File: config.mk
export PLATFORM = sky130hd
export DESIGN_NAME = order_ingress_arbiter
export DESIGN_NICKNAME = d
export VERILOG_FILES = /design/src/rtl/order_ingress_arbiter.sv
export SDC_FILE = /design/constraint.sdc
export NUM_CORES = 1
export LEC_CHECK = 0
export CAP_MARGIN = 20
export CORE_UTILIZATION = 45
export CTS_BUF_LIST = sky130_fd_sc_hd__clkbuf_2
export DETAILED_ROUTE_END_ITERATION = 8
export HOLD_SLACK_MARGIN = 0.08
export PLACE_DENSITY = 0.87
export SLEW_MARGIN = 5
export SYNTH_ARGS = -nofsm -noshare
export SYNTH_HDL_FRONTEND = slang
export SYNTH_SLANG_ARGS = --single-unit
File: constraint.sdc
create_clock -name CLK -period 6.7 [get_ports CLK]
set_input_delay 0.67 -clock CLK [delete_from_list [all_inputs] [get_ports CLK]]
set_output_delay 0.67 -clock CLK [all_outputs]
set_load 0.05 [all_outputs]
File: src/rtl/order_ingress_arbiter.sv
// order_ingress_arbiter
//   Collects order words from up to N_SRC sources over valid/ready and picks
//   one source round-robin. The chosen word is held on eng_payload for one
//   cycle before the engine strobe. A quiet gap of ENGINE_GAP cycles after the
//   strobe lets the engine finish its scan, cancel and insert work before the
//   next order is accepted.
//
//   Optional build macro: CANCEL_PRIORITY_EN
//     When defined, requesting sources whose word has bit 31 (cancel) set win
//     over non-cancel requests. Round-robin order still applies within the
//     winning class. When undefined, bit 31 plays no part in arbitration.
//
// Ports
//   CLK, RESET        clock and synchronous active-high reset
//   src_valid[N_SRC]  per-source order offered
//   src_data          32-bit order word per source, source i at [32*i +: 32]
//   src_ready[N_SRC]  one-hot accept; combinational, asserted only in IDLE
//   eng_payload[32]   order word presented to the engine
//   eng_packet_ready  one-cycle registered strobe to the engine
//   busy              high in every state except IDLE
//   grant_idx[3]      index of the most recently accepted source
//   orders_issued     strobes issued so far; wraps modulo 2^CNT_W
module order_ingress_arbiter #(
  parameter int N_SRC      = 4,
  parameter int ENGINE_GAP = 36,
  parameter int CNT_W      = 16
) (
  input  logic                 CLK,
  input  logic                 RESET,
  input  logic [N_SRC-1:0]     src_valid,
  input  logic [32*N_SRC-1:0]  src_data,
  output logic [N_SRC-1:0]     src_ready,
  output logic [31:0]          eng_payload,
  output logic                 eng_packet_ready,
  output logic                 busy,
  output logic [2:0]           grant_idx,
  output logic [CNT_W-1:0]     orders_issued
);

  localparam int IDX_W = (N_SRC > 1) ? $clog2(N_SRC) : 1;
  localparam int GAP_W = $clog2(ENGINE_GAP + 1);

  typedef enum logic [1:0] {
    IDLE    = 2'd0,
    PRESENT = 2'd1,
    ISSUE   = 2'd2,
    GAP     = 2'd3
  } state_t;

  state_t             state;
  state_t             state_nxt;
  logic [2:0]         rr_ptr;
  logic [GAP_W-1:0]   gap_cnt;
  logic [N_SRC-1:0]   req;
  logic [2:0]         winner;
  logic               win_vld;
  logic               hs;

  // Request class used for arbitration.
`ifdef CANCEL_PRIORITY_EN
  logic [N_SRC-1:0] cancel_req;

  always_comb begin
    cancel_req = '0;
    for (int i = 0; i < N_SRC; i++) begin
      cancel_req[i] = src_valid[i] & src_data[32*i+31];
    end
    // Cancels form their own class; fall back to all requests only when no
    // cancel is pending.
    req = (|cancel_req) ? cancel_req : src_valid;
  end
`else
  always_comb begin
    req = src_valid;
  end
`endif

  // Round-robin search starting at rr_ptr, wrapping modulo N_SRC.
  always_comb begin
    int idx;
    idx     = 0;
    winner  = 3'd0;
    win_vld = 1'b0;
    for (int k = 0; k < N_SRC; k++) begin
      idx = int'(rr_ptr) + k;
      if (idx >= N_SRC) idx = idx - N_SRC;
      if (!win_vld && req[IDX_W'(idx)]) begin
        win_vld = 1'b1;
        winner  = 3'(idx);
      end
    end
  end

  assign hs        = (state == IDLE) && win_vld;
  assign src_ready = hs ? (N_SRC'(1) << winner) : '0;
  assign busy      = (state != IDLE);

  always_comb begin
    state_nxt = state;
    case (state)
      IDLE:    if (hs) state_nxt = PRESENT;
      PRESENT: state_nxt = ISSUE;
      ISSUE:   state_nxt = GAP;
      GAP:     if (gap_cnt == '0) state_nxt = IDLE;
      default: state_nxt = IDLE;
    endcase
  end

  // Stage boundary: handshake capture, strobe generation and gap timing.
  always_ff @(posedge CLK) begin
    if (RESET) begin
      state            <= IDLE;
      rr_ptr           <= 3'd0;
      gap_cnt          <= '0;
      eng_payload      <= 32'd0;
      eng_packet_ready <= 1'b0;
      grant_idx        <= 3'd0;
      orders_issued    <= '0;
    end else begin
      state <= state_nxt;
      if (hs) begin
        eng_payload <= src_data[32*winner +: 32];
        grant_idx   <= winner;
        rr_ptr      <= (winner == 3'(N_SRC-1)) ? 3'd0 : winner + 3'd1;
      end
      // Registered strobe: set while leaving PRESENT so it is high exactly
      // during the ISSUE cycle.
      eng_packet_ready <= (state == PRESENT);
      if (state == ISSUE) begin
        orders_issued <= orders_issued + CNT_W'(1);
        gap_cnt       <= GAP_W'(ENGINE_GAP - 1);
      end else if ((state == GAP) && (gap_cnt != '0)) begin
        gap_cnt <= gap_cnt - GAP_W'(1);
      end
    end
  end

endmodule

==> flow_summary.ini <==
[global_route]
grt_antenna_before_repair = 0
grt_pass1_wl_microns = 17700
grt_pass1_vias = 3584
overflow = 0
grt_max_degree = 67
grt_use_total_pct = 26.0

[place]
dp_hpwl_microns = 8650
gp_congestion = 0.829
port_buffers = 190
place.detailed.instances = 656

[worst_setup_path]
end_kind = output port
critical_path.startpoint = rr_ptr[0]
path_max_fanout = 17
r2r.worst_path.cells = 9
crit_end = src_ready[2]
critPathLaunchType = flip-flop
ff2ff_setup_slack_ps = 2720
criticalPathCategory = flip-flop to output port
arrival_ps = 4140
timing.rr.start = rr_ptr[0]
r2r_end = eng_payload[25]
required_ps = 6030

[power]
power_frac_comb_pct = 68.7
clockPowerShare_pct = 8.9
power.internal_mw = 1.27
swShare_pct = 48.6
powerDensity_nw_per_um2 = 428
seq_power_share_pct = 22.4
p_leak_nw = 2.29
switching_power_mw = 1.20
ir_worst_vdd_mv = 0.267

[final_layout]
n_antenna_cell = 0
nNetsFinal = 708
mostFrequentLayoutCell = clkdlybuf4s50_1
synthToLayoutAreaGrowth_pct = 53.4
drive_gt1_share_pct = 10.0
layout.cells.non_filler = 672
mostFrequentLayoutCells = 190 x clkdlybuf4s50_1, 63 x dfxtp_1, 38 x mux2i_1

[yosys]
syn_area_sq_um = 3760
synth_ff_type = dfxtp_1
ys_seq_area_share_pct = 33.5
synth-seq-cells = 63
syn_inst = 388
synth_edf_count = 0
synth.avg_cell_area_sq_um = 9.69
synth_top_cell_by_area = dfxtp_1
yosys.area.top_type_share_pct = 33.5
async_flop_share_pct = 0
synth_cell_types = 49
synth_area_leaders = dfxtp_1 34%, mux2i_1 10%, mux2_4 8.0%
synthesis.yosys.warnings = 0
syn_nets = 531

[clock_network]
clock-sinks = 63
ctsHoldBuffers = 0
cts_resized = 0
cts_buffers = 9
root_buffer = clkbuf_2
clockBufferDepth = 2
path_clk_slew_ps = 170
clk_latency_ps = 480
postCtsSetupBuffers = 0
h-tree-depth = 3
cts_tree = yes

[drt]
first_pass_iters = 7
num_vias = 3671
post-route-drc-count = 0
drt_iter0_drc = 137
routed_via_density = 5.46
antenna_left = 0
routed_wl_microns = 11600
avgRoutedWirePerCell_microns = 17.2

[die]
die-height_microns = 93.4
core_area_sq_um = 7890
die_w_microns = 93.4
io_pins = 191
dieArea_sq_um = 8720
rows = 32
initial_core_util_pct = 47.7

[job]
maxCapViolCount = 0

[sta]
setup_viol = 0
min_period_ps = 4810
clock_skew_ps = 17.0
tightest_slew_ps = 1070
clock.fmax_mhz = 208
setup_tns_ps = 0
hold_viol = 0
rsz0062_at_grt = no
timing.slew.headroom_pct = 28.5
fin_crit_sh_pct = 71.7
drv_slew = 0

[outcome]
status = completed

[worst_hold_path]
min_path_type = flip-flop to flip-flop
final cells by class:
class	instances	area [sq um]
clock buffer	11	55.1
multi-input combinational	287	2300
inverter	9	33.8
sequential	63	1260
clock inverter	5	48.8
fill	578	2120
tap	102	128
timing repair buffer	195	1940
per-layer routing:
| layer | part of all wire (%) | vias up | global-route usage, % | wire [microns] |
|---|---|---|---|---|
| li1 | - | 1795 | - | - |
| met1 | 39 | 1727 | 29.9 | 4570 |
| met2 | 52 | 127 | 46.4 | 6080 |
| met3 | 5.3 | 22 | 5.85 | 612 |
| met4 | 2.7 | 0 | 10.0 | 314 |
| met5 | 0 | - | 0 | 0 |
how the worst min path moves through the flow:
stage	start	end	cells past startpoint
after floorplan	state[0]	state[0]	2
after global placement	eng_payload[6]	eng_payload[6]	2
after detailed placement	eng_payload[1]	eng_payload[1]	2
after CTS	eng_payload[1]	eng_payload[1]	2
after global routing	eng_payload[23]	eng_payload[23]	1
final	eng_payload[3]	eng_payload[3]	2
power groups by stage:
stage,sequential (mW),combinational [mW],clock [mW]
after floorplan,0.779,1.06,0
after global placement,0.553,1.65,0
after detailed placement,0.560,1.69,0
after CTS,0.553,1.70,0.225
after global routing,0.567,1.80,0.239
final,0.554,1.70,0.219
stage by stage:
step	hold slack (ps)	utilization (%)	worst slack (ps)	total power, mW	area [sq um]
2_1_floorplan	508	-	2660	1.84	3760
3_3_place_gp	453	71.8	2530	2.21	5670
3_5_place_dp	464	71.8	2330	2.25	5670
4_1_cts	501	73.1	1870	2.48	5770
5_1_grt	530	73.1	1560	2.61	5770
6_report	498	73.1	1890	2.47	5770
registers in the layout, indices dropped and copies added, names as in the netlist:
name and flops:
eng_packet_ready 1, eng_payload 32, gap_cnt 6, grant_idx 3
orders_issued 16, rr_ptr 3, state 2
critical path, stage by stage (launching register included):
cell and delay (ps):
dfxtp_1 770, inv_1 190, ha_1 430, mux4_2 410, mux2i_1 240, o2bb2ai_1 170
a21oi_1 310, nor3b_1 280, clkdlybuf4s50_1 850
cells by family after synthesis:
family	after synthesis	synth area share, %
compound gates	90	17.5
mux	74	24.1
fa+ha+maj	9	3.00
simple gates	97	12.7
buf+inv	38	5.26
xor+xnor	17	3.96
flops	63	33.5
cells in the mapped netlist (7+ instances only):
master and number:
o21ai_1 25, nand3_1 10, mux2i_1 38, dfxtp_1 63
a21oi_1 14, nor3_1 8, inv_1 8, xor2_1 10
nor2_1 29, clkbuf_1 12, xnor2_1 7, ha_1 9
a32oi_1 24, mux2_4 20, mux2_1 12, buf_2 11
nand2_1 22
(Power assumes the default switching activity.)
